### config.mk
export PLATFORM = sky130hd
export DESIGN_NAME = instruction_decode_queue
export DESIGN_NICKNAME = d
export VERILOG_FILES = /design/src/rtl/decode_pkg.sv /design/src/rtl/instr_fifo.sv /design/src/rtl/instruction_decode_queue.sv
export SDC_FILE = /design/constraint.sdc
export NUM_CORES = 1
export LEC_CHECK = 0
export BUFFER_PORTS_ARGS = -buffer_cell sky130_fd_sc_hd__buf_2
export CAP_MARGIN = 20
export CORE_MARGIN = 2
export CORE_UTILIZATION = 50
export DETAILED_ROUTE_END_ITERATION = 6
export PLACE_DENSITY_LB_ADDON = 0.05
export RECOVER_POWER = 25
export SLEW_MARGIN = 20
export SYNTH_ARGS = -nofsm -noshare
export SYNTH_HDL_FRONTEND = slang
export SYNTH_SLANG_ARGS = --single-unit
### constraint.sdc
create_clock -name clk -period 4.95 [get_ports clk]
set_input_delay 0.2475 -clock clk [delete_from_list [all_inputs] [get_ports clk]]
set_output_delay 0.2475 -clock clk [all_outputs]
set_load 0.01 [all_outputs]
### src/rtl/decode_pkg.sv
// Opcode, select encodings and write-enable one-hots shared by decode and execute.
// The decode helper maps a raw opcode and its operand to the select bundle.
package decode_pkg;

  typedef enum logic [2:0] {
    OP_ADV = 3'd0,
    OP_BXL = 3'd1,
    OP_BST = 3'd2,
    OP_JNZ = 3'd3,
    OP_BXC = 3'd4,
    OP_OUT = 3'd5,
    OP_BDV = 3'd6,
    OP_CDV = 3'd7
  } opcode_e;

  typedef enum logic [1:0] {
    OP1_REG_A = 2'd0,
    OP1_REG_B = 2'd1,
    OP1_COMBO = 2'd2
  } op1_e;

  typedef enum logic [1:0] {
    OP2_LIT   = 2'd0,
    OP2_REG_C = 2'd1
  } op2_e;

  typedef enum logic [1:0] {
    ALU_SHIFT = 2'd0,
    ALU_XOR   = 2'd1,
    ALU_MOD   = 2'd2,
    ALU_JUMP  = 2'd3
  } alu_e;

  localparam logic [4:0] WR_NONE = 5'b00000;
  localparam logic [4:0] WR_A    = 5'b00001;
  localparam logic [4:0] WR_B    = 5'b00010;
  localparam logic [4:0] WR_C    = 5'b00100;
  localparam logic [4:0] WR_OUT  = 5'b01000;
  localparam logic [4:0] WR_PC   = 5'b10000;

  typedef struct packed {
    op1_e       op1;
    op2_e       op2;
    alu_e       alu;
    logic [4:0] wr_en;
    logic       illegal;
  } dec_t;

  // Combo operand 7 is reserved, so any combo-consuming opcode flags it.
  function automatic dec_t decode(
    input logic [2:0] opcode,
    input logic [2:0] opnd
  );
    dec_t d;
    logic c7;
    d = '{op1: OP1_REG_A, op2: OP2_LIT, alu: ALU_SHIFT,
          wr_en: WR_NONE, illegal: 1'b0};
    c7 = (opnd == 3'd7);
    unique case (1'b1)
      opcode == OP_ADV: begin
        d.wr_en = WR_A;
        d.illegal = c7;
      end
      opcode == OP_BXL: begin
        d.op1 = OP1_REG_B;
        d.alu = ALU_XOR;
        d.wr_en = WR_B;
      end
      opcode == OP_BST: begin
        d.op1 = OP1_COMBO;
        d.alu = ALU_MOD;
        d.wr_en = WR_B;
        d.illegal = c7;
      end
      opcode == OP_JNZ: begin
        d.alu = ALU_JUMP;
        d.wr_en = WR_PC;
      end
      opcode == OP_BXC: begin
        d.op1 = OP1_REG_B;
        d.op2 = OP2_REG_C;
        d.alu = ALU_XOR;
        d.wr_en = WR_B;
      end
      opcode == OP_OUT: begin
        d.op1 = OP1_COMBO;
        d.alu = ALU_MOD;
        d.wr_en = WR_OUT;
        d.illegal = c7;
      end
      opcode == OP_BDV: begin
        d.wr_en = WR_B;
        d.illegal = c7;
      end
      opcode == OP_CDV: begin
        d.wr_en = WR_C;
        d.illegal = c7;
      end
      default: ;
    endcase
    return d;
  endfunction

endpackage

### src/rtl/instr_fifo.sv
// Circular instruction buffer with wrap-around pointers and an occupancy count.
// Writes when full and reads when empty are ignored.
module instr_fifo #(
  parameter int WIDTH = 8,
  parameter int DEPTH = 4,
  localparam int AW = $clog2(DEPTH)
) (
  input  logic             clk,
  input  logic             rst_n,
  input  logic             clr,
  input  logic             wr_en,
  input  logic [WIDTH-1:0] wr_data,
  input  logic             rd_en,
  output logic [WIDTH-1:0] rd_data,
  output logic [AW:0]      count,
  output logic             empty,
  output logic             full
);

  logic [WIDTH-1:0] mem [DEPTH];
  logic [AW-1:0]    wr_ptr;
  logic [AW-1:0]    rd_ptr;
  logic             do_wr;
  logic             do_rd;

  assign empty   = (count == '0);
  assign full    = count[AW];
  assign do_wr   = wr_en && !full && !clr;
  assign do_rd   = rd_en && !empty && !clr;
  assign rd_data = mem[rd_ptr];

  always_ff @(posedge clk) begin
    if (do_wr) mem[wr_ptr] <= wr_data;
  end

  always_ff @(posedge clk or negedge rst_n) begin
    if (!rst_n) begin
      wr_ptr <= '0;
      rd_ptr <= '0;
      count  <= '0;
    end else if (clr) begin
      wr_ptr <= '0;
      rd_ptr <= '0;
      count  <= '0;
    end else begin
      if (do_wr) wr_ptr <= wr_ptr + 1'b1;
      if (do_rd) rd_ptr <= rd_ptr + 1'b1;
      case ({do_wr, do_rd})
        2'b10:   count <= count + 1'b1;
        2'b01:   count <= count - 1'b1;
        default: ;
      endcase
    end
  end

endmodule

### src/rtl/instruction_decode_queue.sv
// Fetch-to-execute instruction queue with a registered decode stage.
// An empty queue bypasses the incoming instruction straight to the output.
module instruction_decode_queue
  import decode_pkg::*;
#(
  parameter int OPW   = 3,
  parameter int DEPTH = 4,
  parameter int PCW   = 8
) (
  input  logic                   clk,
  input  logic                   rst_n,
  input  logic                   flush,
  input  logic                   halt,
  input  logic                   if_valid,
  output logic                   if_ready,
  input  logic [2:0]             if_opcode,
  input  logic [OPW-1:0]         if_operand,
  input  logic [PCW-1:0]         if_pc,
  output logic                   id_valid,
  input  logic                   id_ready,
  output logic [OPW-1:0]         id_operand,
  output logic [PCW-1:0]         id_pc,
  output logic [1:0]             id_op1_sel,
  output logic [1:0]             id_op2_sel,
  output logic [1:0]             id_operation_sel,
  output logic [4:0]             id_reg_wr_en,
  output logic                   id_illegal,
  output logic [$clog2(DEPTH):0] occupancy
);

  localparam int IW = 3 + OPW + PCW;

  logic [IW-1:0] in_word;
  logic [IW-1:0] head_word;
  logic [IW-1:0] ld_word;
  logic          q_empty;
  logic          q_full;
  logic          push;
  logic          load;
  logic          pop;
  logic          q_wr;
  logic          ld_any;
  dec_t          dec;

  assign in_word  = {if_opcode, if_operand, if_pc};
  assign if_ready = !halt && !q_full;
  assign push     = if_valid && if_ready && !flush;
  assign load     = !halt && !flush && (!id_valid || id_ready);
  assign pop      = load && !q_empty;
  assign q_wr     = push && !(load && q_empty);
  assign ld_word  = q_empty ? in_word : head_word;
  assign ld_any   = !q_empty || push;

  always_comb begin
    dec = decode(ld_word[IW-1 -: 3], ld_word[PCW +: 3]);
  end

  instr_fifo #(
    .WIDTH (IW),
    .DEPTH (DEPTH)
  ) u_fifo (
    .clk     (clk),
    .rst_n   (rst_n),
    .clr     (flush),
    .wr_en   (q_wr),
    .wr_data (in_word),
    .rd_en   (pop),
    .rd_data (head_word),
    .count   (occupancy),
    .empty   (q_empty),
    .full    (q_full)
  );

  always_ff @(posedge clk or negedge rst_n) begin
    if (!rst_n) begin
      id_valid         <= 1'b0;
      id_operand       <= '0;
      id_pc            <= '0;
      id_op1_sel       <= '0;
      id_op2_sel       <= '0;
      id_operation_sel <= '0;
      id_reg_wr_en     <= '0;
      id_illegal       <= 1'b0;
    end else if (flush) begin
      id_valid <= 1'b0;
    end else if (load) begin
      id_valid <= ld_any;
      if (ld_any) begin
        id_operand       <= ld_word[PCW +: OPW];
        id_pc            <= ld_word[PCW-1:0];
        id_op1_sel       <= dec.op1;
        id_op2_sel       <= dec.op2;
        id_operation_sel <= dec.alu;
        id_reg_wr_en     <= dec.wr_en;
        id_illegal       <= dec.illegal;
      end
    end
  end

endmodule

## Word level (Yosys, flattened, before mapping)

Memories as Yosys holds them, arrays and structs flattened.
Cells that the tools add are included.

- $add $sub $neg: 4
- Equal/unequal tests: 10
- Muxes and demuxes: 16
- Bitwise gates (word level): 1
- Reductions and logical operators: 31

Operators by type and width:

| cell | number |
|---|---|
| one-hot mux 5 bit (5 select lines) | 1 |
| == test 3 bit (second input constant) | 5 |
| two-way mux 14 bit | 1 |
| logical AND 1 bit | 12 |
| two-way mux 2 bit | 4 |
| == test 3 x 2 -> 1 bit (second input constant) | 2 |
| logical NOT 1 bit | 6 |
| logical NOT 3 bit | 2 |
| two-way mux 1 bit | 6 |
| one-hot mux 2 bit (3 select lines) | 1 |
| one-hot mux 3 bit (2 select lines) | 1 |
| nonzero test 2 bit | 3 |
| OR reduction 5 bit | 1 |
| adder 2 x 1 -> 2 bit (second input constant) | 2 |
| one-hot mux 2 bit (2 select lines) | 1 |
| OR reduction 2 bit | 2 |
| OR reduction 4 bit | 1 |
| adder 3 x 1 -> 3 bit (second input constant) | 1 |
| == test 3 x 1 -> 1 bit (second input constant) | 1 |
| two-way mux 3 bit | 1 |
| AND reduction 3 bit | 1 |
| nonzero test 3 bit | 1 |
| subtractor 3 x 1 -> 3 bit (second input constant) | 1 |
| == test 2 x 1 -> 1 bit (second input constant) | 1 |
| 3 further kinds | 4 |

- Register bits: 31
- Bits in writable memories: 56
- Output and inout port bits: 28
- Logic and storage cells: 74
- Memories kept: 1

Memory list:

| memory | depth | bits a word | read ports | clocked after memory_dff | wr ports | RTL line | source |
|---|---|---|---|---|---|---|---|
| u_fifo.mem | 4 | 14 | 1 | 0 | 1 | instr_fifo.sv:20 | `logic [WIDTH-1:0] mem [DEPTH];` |

## Logic depth before layout (Yosys ltp)

Gate-level depths: netlist of the first run.

- Word-level depth: 11
- Gate-level depth with buffers: 9

## Hierarchy

A second synthesis of the first run with hierarchy kept.

- Cell total of the unflattened synthesis: 248
- Area, all modules: 3744.8 um^2

By module, submodules not included:

| module | instances | cells each | area each (um^2) |
|---|---|---|---|
| instr_fifo | 1 | 132 | 2575.0 |
| instruction_decode_queue | 1 | 116 | 1169.9 |

## Worst setup path after synthesis of the first run

OpenSTA, ideal clock, no wires.

- Path type: reg2reg
- Start: register u_fifo.count[0]
- End: register u_fifo.count[2]
- Setup time: 0.079 ns
- Arrival: 1.997 ns
- Setup slack: 2.873 ns
- Stages on the path, launching flop included: 10
- Path buffers: 2
- Period minus slack after synthesis: 2.077 ns
- Cell sequence: dfrtp_1 or3_1 clkbuf_1 buf_2 nand4_1 inv_1 fa_1 nor2_1 a22oi_1 a21oi_1

- Longest elaborated chain between the ends: 9
- Elaborated cells on any way between the ends: 17
- Those cells by class: add/sub (2); eq/ne (2); mux (2); reduce/logical (11)

Ends and longest elaborated chain:

| item | RTL line | source |
|---|---|---|
| from (decl) | instr_fifo.sv:15 | `output logic [AW:0] count,` |
| from (signal assigned) | instr_fifo.sv:49 | `2'b10: count <= count + 1'b1;` |
| from (signal assigned) | instr_fifo.sv:50 | `2'b01: count <= count - 1'b1;` |
| logical NOT 3 bit | instr_fifo.sv:26 | `assign empty = (count == '0);` |
| logical AND 1 bit | instruction_decode_queue.sv:50 | `assign q_wr = push && !(load && q_empty);` |
| logical NOT 1 bit | instruction_decode_queue.sv:50 |  |
| logical AND 1 bit | instruction_decode_queue.sv:50 |  |
| logical AND 1 bit (2 in series) | instr_fifo.sv:28 | `assign do_wr = wr_en && !full && !clr;` |
| == test 2 x 1 -> 1 bit or == test 2 bit (tied branches) | instr_fifo.sv:48 | `case ({do_wr, do_rd})` |
| one-hot mux 3 bit (2 select lines) | instr_fifo.sv:48 |  |
| two-way mux 3 bit | instr_fifo.sv:41 | `end else if (clr) begin` |

Parallel ways exist; a longest one is shown, timed or not.
A chain may end at the register's enable or synchronous reset.

## Worst setup path in the final report of the first run

- Start: register u_fifo.count[2]
- End: memory u_fifo.mem[3][7] in the netlist's numbering, enable pin

- Longest elaborated chain between the ends: 9
- Elaborated cells on any way between the ends: 12
- Those cells by class: mux (2); reduce/logical (10)

Ends and longest elaborated chain:

| item | RTL line | source |
|---|---|---|
| logical NOT 1 bit | instr_fifo.sv:28, instruction_decode_queue.sv:46 |  |
| logical AND 1 bit | instruction_decode_queue.sv:46 | `assign if_ready = !halt && !q_full;` |
| logical AND 1 bit (2 in series) | instruction_decode_queue.sv:47 | `assign push = if_valid && if_ready && !flush;` |
| logical AND 1 bit | instruction_decode_queue.sv:50 |  |
| logical AND 1 bit * (2 in series) | instr_fifo.sv:28 |  |
| two-way mux 1 bit * | instr_fifo.sv:33 | `if (do_wr) mem[wr_ptr] <= wr_data;` |
| two-way mux 1 bit (not written as such) * | instr_fifo.sv:33 |  |
| to (decl) | instr_fifo.sv:20 |  |

Every way passes the cells marked *; elsewhere a longest branch is shown, timed or not.

==> flow_summary_export.csv, run 1 <==
group,metric,value,unit
outcome,status,"completed",
power_and_ir_drop,ir_worst_vdd,163,uV
die,die_h,89.5,um
logic_synthesis,synth_seq_cells,86,
route,route.detailed.drc,0,
die,die_w,89.5,um
grt,grt_start_max_net_pins,31,
final_layout,area_delta_synth_final,13.4,%
route,drt-total-wl,6.69,mm
route,drtIter0Drc,116,
die,initial_core_util,51.0,%
sta,fin_crit_sh,53.1,%
grt,grt-ovfl-total,0,
clocking,cts-root-buf,"clkbuf_8",
clocking,clockBufferDepth,2,
logic_synthesis,synthCells,248,
route,first_pass_iters,5,
setup_path,start_kind,"register",
worst_hold_path,hold_class,"in2reg",
clocking,cts-buffers-inserted,9,
final_layout,fin_cells,399,
run,maxCapViolCount,0,
clocking,cts_tree,"yes",
clocking,cts_sinks,86,
sta,finalSetupViolCount,0,
route,ant_nets,0,
grt,grt_pass1_wl,10.3,mm
logic_synthesis,netlist_area,3660,sq um
final_layout,layout-drive-gt1-share,25.0,%
die,ios,48,
clocking,worst_skew_pair.late_latency,0.34,ns
logic_synthesis,yosysSeqAreaShare,66.5,%
place,port_buffers,46,
sta,worst_pin_slew,0.967,ns
setup_path,path_max_fanout,22,
setup_path,r2r-end,"u_fifo.mem[3][7]$_DFFE_PP_",
final_layout,fillers,577,
clocking,cts-htree-levels,3,
final_layout,nNetsFinal,320,
logic_synthesis,synthDistinctLibCells,43,
sta,fin_crit,2.63,ns
setup_path,r2r_start,"u_fifo.count[2]$_DFFE_PN0P_",
place,place.gp.congestion,0.745,
logic_synthesis,synth_fp_nets,273,
clocking,clkTransAtPathRegs,0.08,ns
final_layout,layout_commonest_cell,"edfxtp_1",
setup_path,critPathLaunch,"u_fifo.count[2]$_DFFE_PN0P_",
sta,rsz0062_at_grt,"no",
grt,antenna_found_initial,0,
setup_path,crit_path_end_kind,"register",
route,wl_per_cell,16.8,um
worst_hold_path,hold_path.startpoint,"if_pc[2]",
sta,slew_viol_final,0,
clocking,cts_setup_buffers,0,
die,dieArea,8020,sq um
logic_synthesis,syn_area_per_cell,14.8,sq um
setup_path,path_class,"reg2reg",
sta,relSlewSlack,35.5,%
sta,fin_tns_setup,0,ns
logic_synthesis,yosys_warnings,0,
setup_path,r2r_slack,2.32,ns
worst_hold_path,min_to,"id_pc[2]$_DFFE_PN0P_",
sta,hold_violations,0,
sta,fmax,0.380,GHz
route,vias_per_cell,5.32,
final_layout,diodes,0,
die,core_area,7180,sq um
grt,grt_pass1_vias,1960,
power_and_ir_drop,leakage,0.00151,uW
setup_path,reg2regPathDepth,3,
die,row_count,31,
worst_hold_path,worstHoldPathCells,3,
setup_path,required,4.93,ns
route,vias,2124,
final_layout,final_cell_mix,"edfxtp_1 (56), nand2_1 (32), buf_2 (32)",
setup_path,worstPathArrival,2.61,ns
place,place_inst,382,
grt,track_usage,18.1,%
sta,finClkSkew,0.00515,ns
power_and_ir_drop,p_per_area,349,nW/um^2
place,hpwlAfterDp,4.36,mm
-- power by group --
group	total, uW	leakage, uW	switching [uW]	internal [uW]
clock network	480	0.0000931	247	234
logic	144	0.000534	83.1	60.5
registers	826	0.000881	19.7	806
-- worst max path at each step --
stage / end / slack (ns) / depth (start not counted)
finish: u_fifo.mem[3][7]$_DFFE_PP_ / 2.32 / 3
global route: u_fifo.mem[3][4]$_DFFE_PP_ / 2.12 / 3
CTS: u_fifo.mem[2][4]$_DFFE_PP_ / 2.26 / 3
detailed placement: u_fifo.mem[2][2]$_DFFE_PP_ / 2.28 / 3
global placement: u_fifo.mem[2][2]$_DFFE_PP_ / 2.34 / 3
floorplan: u_fifo.count[2]$_DFFE_PN0P_ / 2.87 / 9
-- final cells by class --
class | count | area [sq um] | share of cell area (%)
Sequential cell | 86 | 2430 | 58.6
Multi-Input combinational cell | 145 | 1140 | 27.4
Timing Repair Buffer | 50 | 245 | 5.91
Clock buffer | 9 | 124 | 2.99
Tap cell | 99 | 124 | 2.99
Clock inverter | 7 | 75.1 | 1.81
Inverter | 3 | 11.3 | 0.271
-- flip-flops by register name (all words and copies together), names as in the netlist --
signal            cells
id_valid              1
id_op2_sel            1
id_reg_wr_en          5
id_operand            3
u_fifo.mem           56
id_operation_sel      2
u_fifo.rd_ptr         2
u_fifo.wr_ptr         2
id_pc                 8
id_illegal            1
u_fifo.count          3
id_op1_sel            2
-- critical path, cell delays in order, from the launching register on --
cell     delay, ns
dfrtp_1       0.46
or3_1         0.79
o21a_1        0.35
and2_1        0.65
-- what timing repair did --
action / CTS / global route
resized for setup: 0 / 0
hold buffers: 1 / 0
endpoints found under the hold margin: 30 / 0
-- synth_stat cells (all sizes together) --
library cell | instances | area [sq um]
edfxtp | 56 | 1680
nand2 | 32 | 120
dfrtp | 30 | 751
nor2 | 22 | 82.6
mux4 | 14 | 315
a31oi | 12 | 106
buf | 9 | 58.8
o21ai | 8 | 40.0
a21oi | 7 | 35.0
clkbuf | 5 | 18.8
nand4 | 5 | 31.3
and2 | 4 | 25.0
ha | 4 | 50.1
mux2i | 4 | 52.6
inv | 3 | 11.3
nand2b | 3 | 18.8
nand3 | 3 | 15.0
nand3b | 3 | 22.5
nor3 | 3 | 15.0
mux2 | 2 | 22.5
xor2 | 2 | 17.5
a2111oi | 1 | 27.5
a211o | 1 | 8.76
a21boi | 1 | 7.51
a22oi | 1 | 7.51
a32o | 1 | 10.0
and3 | 1 | 6.26
conb | 1 | 3.75
fa | 1 | 20.0
nor2b | 1 | 6.26
nor3b | 1 | 7.51
o211ai | 1 | 12.5
o21a | 1 | 7.51
o31ai | 1 | 7.51
o41ai | 1 | 8.76
or3 | 1 | 6.26
or3b | 1 | 11.3
xnor2 | 1 | 8.76
-- per-stage QoR --
step / utilization, % / setup WS [ns] / cell area, sq um / hold slack (ns) / power (uW)
after global placement: 55.2 / 2.34 / 3960 / 0.340 / 988
after global routing: 57.8 / 2.12 / 4150 / 0.198 / 1530
after CTS: 58.1 / 2.26 / 4170 / 0.116 / 1470
after floorplan: - / 2.87 / 3660 / -0.0481 / 923
after detailed placement: 55.2 / 2.28 / 3960 / 0.344 / 990
final: 57.8 / 2.32 / 4150 / 0.202 / 1450
-- per-layer routing --
metal	vias up	part of all wire [%]	global-route usage [%]
li1	1023	-	-
met1	1043	46	24.2
met2	49	48	28.9
met3	9	3.7	3.14
met4	0	1.7	8.55
met5	-	0	0
-- cell families (layout without fill, tap and decap cells) --
logic type / Yosys count / count (layout) / synth area share, %
AO/OA/AOI/OAI: 36 / 36 / 7.63
XOR/XNOR: 3 / 3 / 0.718
adder cells (fa/ha/maj): 5 / 5 / 1.92
buffers and inverters: 17 / 69 / 2.43
flip-flops: 86 / 86 / 66.5
multiplexers: 20 / 20 / 10.7
other: 1 / 1 / 0.103
AND/OR/NAND/NOR: 80 / 80 / 10.1
Note: power is estimated with default switching activity, not from simulation.
==> run 2, diff against run 1 <==
- clock period: 4.95 -> 2.2 ns (I/O delays scaled with it)
==> run 2 against run 1 <==
Via count up 5.8%. Maximum frequency up 28%. Clock skew up 0.0067 ns. Setup slack worse by 2.2 ns. Combinational power rose to 2.5 times the previous value. Critical path depth up 5. Global-route usage up 1.3 points. Flip-flop and latch count unchanged. Die area unchanged. Cell area up 7.1%. Core utilization up 4.1 points. Critical path type unchanged. Largest power group unchanged. Highest routed layer unchanged.
==> flow_summary_export.csv, run 2 (synthesized netlist as in run 1, its figures left out) <==
group,metric,value,unit
clocking,clockBufferDepth,2,
route,wl_per_cell,16.7,um
die,dieArea,8020,sq um
route,ant_nets,0,
setup_path,max_stage_delay,0.45,ns
clocking,cts_setup_buffers,0,
sta,fmax,0.485,GHz
final_layout,largest-register,"u_fifo.mem",
sta,layout_setup_ws,0.137,ns
die,ios,48,
sta,worst_pin_slew,0.748,ns
sta,finClkSkew,0.0118,ns
final_layout,fillers,584,
clocking,worst_skew_pair.late_latency,0.35,ns
setup_path,slowest_stage,"dfrtp_1",
power_and_ir_drop,p_int,2650,uW
setup_path,path_buf_inv,2,
power_and_ir_drop,leakage,0.00168,uW
place,place_inst,402,
power_and_ir_drop,p_sw_share,23.6,%
final_layout,final_cell_mix,"edfxtp_1 (56), buf_2 (33), nand2_1 (32)",
route,route.detailed.drc,0,
final_layout,diodes,0,
power_and_ir_drop,clkPwrFrac,36.1,%
grt,grt_pass1_wl,11.1,mm
sta,fin_crit,2.06,ns
sta,rsz0062_at_grt,"no",
grt,track_usage,19.4,%
place,hpwlAfterDp,5.04,mm
clocking,cts_sinks,86,
sta,relSlewSlack,50.1,%
setup_path,start_kind,"register",
place,post-place-ws,0.161,ns
grt,grt_pass1_vias,2146,
sta,fin_tns_setup,0,ns
sta,hold_violations,0,
grt,grtUsageMet2,29.7,%
grt,antenna_found_initial,0,
power_and_ir_drop,p_per_area,781,nW/um^2
route,vias_per_cell,5.23,
final_layout,largest_reg_flops,56,
setup_path,required,2.47,ns
setup_path,crit_chain,"or3_1, buf_4, nand4_1, inv_1, fa_1, nor2_1, a22oi_1, a21oi_1",
grt,use_met3,3.32,%
route,first_pass_iters,4,
die,initial_core_util,51.0,%
grt,use_met1,27.7,%
power_and_ir_drop,p_seq_share,53.5,%
route,drtIter0Drc,133,
final_layout,final_util,61.9,%
sta,slew_viol_final,0,
clocking,cts-buffers-inserted,9,
final_layout,layout-drive-gt1-share,29.3,%
outcome,status,"completed",
power_and_ir_drop,total_power,3470,uW
setup_path,path_class,"reg2reg",
route,vias,2248,
run,maxCapViolCount,0,
worst_hold_path,hold_class,"in2reg",
setup_path,crit_path_end_kind,"register",
die,core_area,7180,sq um
power_and_ir_drop,p_comb_share,10.4,%
setup_path,r2r_slack,0.14,ns
final_layout,largestRegisters,"u_fifo.mem (56), id_pc (8), id_reg_wr_en (5)",
route,drt-total-wl,7.17,mm
grt,busiest_layer,"met2",
final_layout,fin_cells,430,
final_layout,area_delta_synth_final,21.4,%
final_layout,layout_commonest_cell,"edfxtp_1",
power_and_ir_drop,p_switching,820,uW
clocking,cts-htree-levels,3,
place,port_buffers,46,
sta,fin_crit_sh,93.8,%
power_and_ir_drop,ir_worst_vdd,451,uV
clocking,cts-root-buf,"clkbuf_8",
die,die_h,89.5,um
final_layout,nNetsFinal,351,
setup_path,worstPathArrival,2.33,ns
setup_path,critPathTopFamily,"simple AND/OR/NAND/NOR gates",
grt,grt_start_max_net_pins,31,
place,place.gp.congestion,0.796,
clocking,clkTransAtPathRegs,0.09,ns
grt,grt-ovfl-total,0,
die,die_w,89.5,um
die,row_count,31,
clocking,cts_tree,"yes",
setup_path,path_max_fanout,17,
sta,finalSetupViolCount,0,
run 2: changes by cell type in the layout (fill, tap and decap cells not counted):
cell           change
buf_4             +20
dlygate4sd3_1     +11
clkinv_4           -3
inv_6              +2
buf_2              +1
bufinv_16          +1
clkbuf_1           -1
clkbuf_8           +1
clkinv_1           -1
run 2: final cells by class:
cell class	instances	area, sq um	area share (%)
Sequential cell	86	2430	54.8
Multi-Input combinational cell	145	1140	25.6
Timing Repair Buffer	81	507	11.4
Clock buffer	10	138	3.10
Tap cell	99	124	2.79
Clock inverter	6	92.6	2.08
Inverter	3	11.3	0.254
run 2: path summary, 6_finish.rpt:
check | startpoint | to | cells after the start
max in group asynchronous | rst_n | id_illegal$_DFFE_PN0P_ | 2
worst min register to register | id_reg_wr_en[4]$_DFFE_PN0P_ | id_reg_wr_en[4]$_DFFE_PN0P_ | 2
worst max register to register | u_fifo.count[1]$_DFFE_PN0P_ | u_fifo.count[2]$_DFFE_PN0P_ | 8
worst max-delay path | u_fifo.count[1]$_DFFE_PN0P_ | u_fifo.count[2]$_DFFE_PN0P_ | 8
min in group asynchronous | rst_n | id_operation_sel[1]$_DFFE_PN0P_ | 2
worst min-delay path | if_operand[1] | u_fifo.mem[0][9]$_DFFE_PP_ | 1
run 2: what timing repair did:
item                                   CTS  global route
gates resized for setup                  0             0
endpoints found under the hold margin   70             0
hold buffers                            12             0
run 2: layer usage:
layer,vias to the layer above,share of wire [%]
li1,1080,-
met1,1114,49
met2,48,47
met3,6,3.1
met4,0,0.85
met5,-,0
run 2: metrics by stage:
stage,instance area (sq um),hold WS [ns]
3_5_place_dp,4110,0.220
4_1_cts,4460,0.0132
2_1_floorplan,3660,-0.186
5_1_grt,4440,0.118
6_report,4440,0.111
3_3_place_gp,4110,0.209
run 2: power groups by stage:
stage	Combinational (uW)	Clock, uW	Sequential (uW)
detailed placement	352	0	1890
global placement	349	0	1890
finish	360	1250	1860
floorplan	146	0	1930
global route	409	1350	1870
CTS	369	1290	1860
